<file path="src/rtl/acc_post_proc_pkg.sv">
// Shared widths for the accumulator post-processing stage and its output FIFO.
// Defaults match the accumulator result width.
package acc_post_proc_pkg;

  localparam int IL_DEF    = 10;
  localparam int BL_DEF    = 10;
  localparam int OL_DEF    = 8;
  localparam int SW_DEF    = 4;
  localparam int DEPTH_DEF = 4;

  // Occupancy counter width: must represent 0..DEPTH inclusive.
  function automatic int fifo_cnt_w(input int depth);
    return $clog2(depth) + 1;
  endfunction

endpackage

</file>
<file path="src/rtl/sync_fifo.sv">
// Show-ahead synchronous FIFO with a registered head word and synchronous flush.
// Head updates on the same edge as push/pop, so there is no bypass path.
module sync_fifo
  import acc_post_proc_pkg::*;
#(
  parameter int DEPTH = DEPTH_DEF,
  parameter int W     = OL_DEF
) (
  input  logic         clk,
  input  logic         rst_n,
  input  logic         clr,
  input  logic         push,
  input  logic [W-1:0] push_dat,
  input  logic         pop,
  output logic [W-1:0] head_dat,
  output logic         head_vld,
  output logic         full,
  output logic         drop
);

  localparam int AW = $clog2(DEPTH);
  localparam int CW = fifo_cnt_w(DEPTH);

  logic [W-1:0]  mem [DEPTH];
  logic [AW-1:0] wr_ptr;
  logic [AW-1:0] rd_ptr;
  logic [AW-1:0] rd_nxt;
  logic [CW-1:0] cnt;
  logic          empty;
  logic          do_push;
  logic          do_pop;

  assign empty   = (cnt == '0);
  assign full    = (cnt == CW'(DEPTH));
  assign rd_nxt  = rd_ptr + AW'(1);
  assign do_pop  = pop && !empty && !clr;
  // A full FIFO still takes a write when the head leaves on the same edge.
  assign do_push = push && !clr && (!full || do_pop);
  assign drop    = push && !clr && full && !do_pop;

  assign head_vld = !empty;

  always_ff @(posedge clk) begin
    if (do_push) begin
      mem[wr_ptr] <= push_dat;
    end
  end

  always_ff @(posedge clk or negedge rst_n) begin
    if (!rst_n) begin
      wr_ptr   <= '0;
      rd_ptr   <= '0;
      cnt      <= '0;
      head_dat <= '0;
    end else if (clr) begin
      wr_ptr <= '0;
      rd_ptr <= '0;
      cnt    <= '0;
    end else begin
      if (do_push) begin
        wr_ptr <= wr_ptr + AW'(1);
      end
      if (do_pop) begin
        rd_ptr <= rd_nxt;
      end
      case ({do_push, do_pop})
        2'b10:   cnt <= cnt + CW'(1);
        2'b01:   cnt <= cnt - CW'(1);
        default: cnt <= cnt;
      endcase
      // Head is the next stored word, else the incoming word, else it holds.
      if (do_pop) begin
        if (cnt > CW'(1)) begin
          head_dat <= mem[rd_nxt];
        end else if (do_push) begin
          head_dat <= push_dat;
        end
      end else if (empty && do_push) begin
        head_dat <= push_dat;
      end
    end
  end

endmodule

</file>
<file path="src/rtl/acc_post_proc.sv">
// Bias add, ReLU, rounded right shift and saturation of accumulator results, buffered in a FIFO.
// Two pipeline stages plus FIFO write: a strobe at cycle t is visible at cycle t+3 when empty.
module acc_post_proc
  import acc_post_proc_pkg::*;
#(
  parameter int IL    = IL_DEF,
  parameter int BL    = BL_DEF,
  parameter int OL    = OL_DEF,
  parameter int SW    = SW_DEF,
  parameter int DEPTH = DEPTH_DEF
) (
  input  logic          iCLK,
  input  logic          iRSTn,
  input  logic          iCLR,
  input  logic          iEN,
  input  logic [IL-1:0] iDATA,
  input  logic [BL-1:0] iBIAS,
  input  logic [SW-1:0] iSHIFT,
  output logic          oVALID,
  input  logic          iREADY,
  output logic [OL-1:0] oDATA,
  output logic          oFULL,
  output logic          oOVF
);

  // One bit of headroom over IL+1 keeps the rounding carry.
  localparam int RW = IL + 2;
  localparam logic [RW-1:0] MAXV = RW'((1 << OL) - 1);

  logic signed [IL:0] sum_d;
  logic signed [IL:0] s1_sum;
  logic [SW-1:0]      s1_shift;
  logic               s1_vld;

  logic [RW-1:0]      relu;
  logic [RW-1:0]      rnd;
  logic [RW-1:0]      rnd_sum;
  logic [RW-1:0]      shifted;
  logic [OL-1:0]      sat;

  logic [OL-1:0]      s2_dat;
  logic               s2_vld;
  logic               drop;

  assign sum_d = $signed({iDATA[IL-1], iDATA})
               + $signed({{(IL + 1 - BL){iBIAS[BL-1]}}, iBIAS});

  always_ff @(posedge iCLK or negedge iRSTn) begin
    if (!iRSTn) begin
      s1_vld   <= 1'b0;
      s1_sum   <= '0;
      s1_shift <= '0;
    end else if (iCLR) begin
      s1_vld <= 1'b0;
    end else begin
      s1_vld <= iEN;
      if (iEN) begin
        s1_sum   <= sum_d;
        s1_shift <= iSHIFT;
      end
    end
  end

  // Shifts wider than RW push the rounding constant out entirely; the result is 0 either way.
  always_comb begin
    relu    = s1_sum[IL] ? '0 : {1'b0, s1_sum};
    rnd     = (s1_shift == '0) ? '0 : (RW'(1) << (s1_shift - SW'(1)));
    rnd_sum = relu + rnd;
    shifted = rnd_sum >> s1_shift;
    sat     = (shifted > MAXV) ? '1 : shifted[OL-1:0];
  end

  always_ff @(posedge iCLK or negedge iRSTn) begin
    if (!iRSTn) begin
      s2_vld <= 1'b0;
      s2_dat <= '0;
    end else if (iCLR) begin
      s2_vld <= 1'b0;
    end else begin
      s2_vld <= s1_vld;
      if (s1_vld) begin
        s2_dat <= sat;
      end
    end
  end

  sync_fifo #(
    .DEPTH (DEPTH),
    .W     (OL)
  ) u_fifo (
    .clk      (iCLK),
    .rst_n    (iRSTn),
    .clr      (iCLR),
    .push     (s2_vld),
    .push_dat (s2_dat),
    .pop      (iREADY),
    .head_dat (oDATA),
    .head_vld (oVALID),
    .full     (oFULL),
    .drop     (drop)
  );

  always_ff @(posedge iCLK or negedge iRSTn) begin
    if (!iRSTn) begin
      oOVF <= 1'b0;
    end else if (iCLR) begin
      oOVF <= 1'b0;
    end else if (drop) begin
      oOVF <= 1'b1;
    end
  end

endmodule

</file>
<file path="config.mk">
export PLATFORM = sky130hd
export DESIGN_NAME = acc_post_proc
export DESIGN_NICKNAME = d
export VERILOG_FILES = /design/src/rtl/acc_post_proc_pkg.sv /design/src/rtl/sync_fifo.sv /design/src/rtl/acc_post_proc.sv
export SDC_FILE = /design/constraint.sdc
export NUM_CORES = 1
export LEC_CHECK = 0
export ABC_AREA = 1
export BUFFER_PORTS_ARGS = -buffer_cell sky130_fd_sc_hd__buf_4
export CAP_MARGIN = 15
export CORE_UTILIZATION = 44
export CTS_CLUSTER_DIAMETER = 30
export DETAILED_ROUTE_END_ITERATION = 8
export GPL_ROUTABILITY_DRIVEN = 0
export PLACE_DENSITY = 0.6
export SETUP_SLACK_MARGIN = 0.4
export SLEW_MARGIN = 25
export SYNTH_ARGS = -nofsm -noshare
export SYNTH_HDL_FRONTEND = slang
export SYNTH_HIERARCHICAL = 1
export SYNTH_SLANG_ARGS = --single-unit
</file>
<file path="constraint.sdc">
create_clock -name iCLK -period 2.9 [get_ports iCLK]
set_clock_uncertainty 0.05 [all_clocks]
set_input_delay 0 -clock iCLK [delete_from_list [all_inputs] [get_ports iCLK]]
set_output_delay 0 -clock iCLK [all_outputs]
set_load 0.02 [all_outputs]
</file>
==> out/results.txt <==
status = finished, final reports clean
Hold Crit Class = in2reg
WHS Endpoint = u_fifo/rd_ptr[1]
global-route wire length before repair = 18800 um
delay of the slowest critical-path stage = 440 ps
syn_nets = 691
reg2reg end = s2_dat[5]
Routed Antenna Nets = 0
Pins Over Slew Limit = 0
CTS buffer count = 9
worst vdd ir = 0.000284 V
Clock Tree Root = clkbuf_8
Hold Vio Cnt, Final = 0
worst hold start = iREADY
initial antenna violation count = 0
Unique masters post-synth = 41
Max Cap Violations = 0
First-pass DRT Iterations = 4
# rows = 37
Crit path required time = 3090 ps
Starting Density = 46.1%
Fin Setup TNS = 0 ps
Antenna diodes = 0
Filler cells = 993
Worst Path Buf+Inv = 3
Commonest cells post-synth = nand2_1 (174), inv_1 (80), nor2_1 (66)
final WL = 11200 um
CP top delay family = simple AND/OR/NAND/NOR gates
final setup fails = 0
htree depth = 3
FF+latch count, synth = 73
post-DR wirelength/cell = 13.2 um
CP Cell Sequence = nor2_4, inv_4, nor2_4, ha_4, inv_2, fa_2, inv_2, nand3_2, nand2_2, nand2_2, nand2_2, nand2_2, nand3_2, nand3_2, nand4_1, nand3_2, nor2_2, nor2_1
Post-Syn Instances = 632
RSZ-0062 raised after global routing = true
Top FF cell, synth = dfrtp_1
number of enable flip-flop cells after synthesis = 32
final worst path period share = 88.0%
share of cells above drive strength 1 = 27.8%
largest area contributor in the netlist = dfrtp_1
Die Height = 107 um
Port Buffer Count = 39
fmax = 392 MHz
number of vias in the routed layout = 4210
synthesis-to-finish area growth = 24.7%
worst-path fanout max = 5
Ys Warns = 6
GRT Resource Usage Total = 21.0%
Worst R2R Start = s1_shift[3]
Yosys top cell area share = 21.3%
Skew-Pair Late Insertion Delay = 350 ps
core area = 0.0105 sq mm
Clock transition at path regs = 80 ps
hold path cells = 3
Post-Synthesis Cell Area = 0.00482 sq mm
Startpoint Class = flip-flop
dominant cell by count in the synthesized netlist = nand2_1
ys async rst share = 56.2%
Layout Utilization = 57.5%
Worst path slowest cell = dfrtp_2
DRC = 0
Slew HR = 62.6%
# IOs = 40
vias in the first global route = 4180
die area = 0.0114 sq mm
dominant cells by area after synthesis = dfrtp_1 (21%), edfxtp_1 (20%), nand2_1 (14%)
Worst setup EP type = flip-flop
Total Power = 3.46 mW
Congestion Overflow GR = 0
Least-Margin Pin Slew = 561 ps
WS Path Type = reg2reg
1st-iter DRT viols = 156
Die W = 107 um
maximum number of pins on one net before global-route repair = 42
CTS Buffer Depth = 2
reg2reg path depth = 18
final net count = 762
detailed placement HPWL = 8260 um
fin crit period = 2550 ps
Pleak = 2.84 nW
Power Density = 576 mW/mm^2
reg-to-reg slack, setup = 350 ps
CTS tree = built
Seq/Total Area, Yosys = 41.2%
Arr. time, crit path = 2740 ps
Via density = 4.99
Avg Cell Area, Syn = 7.62 sq um
CTS Sinks = 73
==> area by class of cell <==
type	instances	area [sq um]	share of cell area, %
Multi-Input combinational cell	457	2760	45.9
Sequential cell	73	1990	33.1
Timing Repair Buffer	72	573	9.53
Inverter	90	344	5.72
Tap cell	136	170	2.83
Clock buffer	11	141	2.35
Clock inverter	5	31.3	0.520
==> registers in the layout, indices dropped and copies added, names as in the netlist <==
| register | count |
|---|---|
| u_fifo/mem | 32 |
| s1_sum | 11 |
| s2_dat | 8 |
| u_fifo/head_dat | 8 |
| s1_shift | 4 |
| u_fifo/cnt | 3 |
| u_fifo/rd_ptr | 2 |
| u_fifo/wr_ptr | 2 |
| oOVF | 1 |
| s1_vld | 1 |
| s2_vld | 1 |
==> repair_timing <==
item,4_1_cts,5_1_grt
pin swaps,21,23
hold endpoints to repair,50,0
setup endpoints to repair,8,8
setup buffers,13,2
gates resized for setup,26,59
hold buffers,8,0
==> logic make-up (layout without fill, tap and decap cells) <==
family | after synthesis | in the layout | synth area share [%]
AND/OR/NAND/NOR | 349 | 349 | 33.0
buffers and inverters | 102 | 178 | 8.21
flip-flops | 73 | 73 | 41.2
AO/OA/AOI/OAI | 70 | 70 | 8.02
adder cells (fa/ha/maj) | 30 | 30 | 8.10
XOR/XNOR | 8 | 8 | 1.45
==> routing by layer <==
metal / global-route usage (%) / vias up / wire (um)
met1: 25.3 / 1942 / 4960
li1: - / 2189 / -
met5: 0 / - / 0
met2: 36.9 / 67 / 5720
met4: 7.53 / 0 / 173
met3: 4.32 / 12 / 311
==> worst register-to-register path, delay by kind of cell (launching register included) <==
kind,cells,cell delay (ps)
adder cells (fa/ha/maj),2,490
buffers and inverters,3,190
AND/OR/NAND/NOR,13,1270
flip-flops,1,440
==> worst max-delay path by stage <==
stage / to / slack (ps) / cells past startpoint / start
after CTS: s2_dat[1] / 360 / 21 / s1_shift[0]
after global placement: s2_dat[1] / 200 / 20 / s1_shift[3]
final: s2_dat[5] / 350 / 18 / s1_shift[3]
after detailed placement: s2_dat[1] / 140 / 20 / s1_shift[3]
after global routing: s2_dat[1] / 170 / 20 / s1_shift[3]
after floorplan: s2_dat[2] / 400 / 20 / s1_shift[0]
==> placed cells by master (no fill, tap or decap), types with 20 or more instances in the layout <==
| cell | instances |
|---|---|
| nand3_1 | 50 |
| o21ai_0 | 32 |
| nand3_2 | 21 |
| nand2_1 | 157 |
| dfrtp_1 | 37 |
| edfxtp_1 | 32 |
| inv_1 | 71 |
| buf_4 | 63 |
| nand2_2 | 28 |
| ha_1 | 20 |
| nor2_1 | 46 |
==> through the flow <==
step	hold slack [ps]	cells	setup slack (ps)	cell area, sq um
2_1_floorplan	-346	632	404	4840
3_3_place_gp	-35.3	805	203	5320
4_1_cts	2.98	842	361	5770
5_1_grt	26.1	844	171	6010
6_report	17.5	844	347	6010
3_5_place_dp	-17.8	805	136	5320
==> power by group <==
part / switching, mW / internal, mW
Combinational: 0.814 / 0.544
Sequential: 0.133 / 1.26
Clock: 0.381 / 0.331
Total: 1.33 / 2.14
No activity file was read; power rests on OpenSTA's default activity.
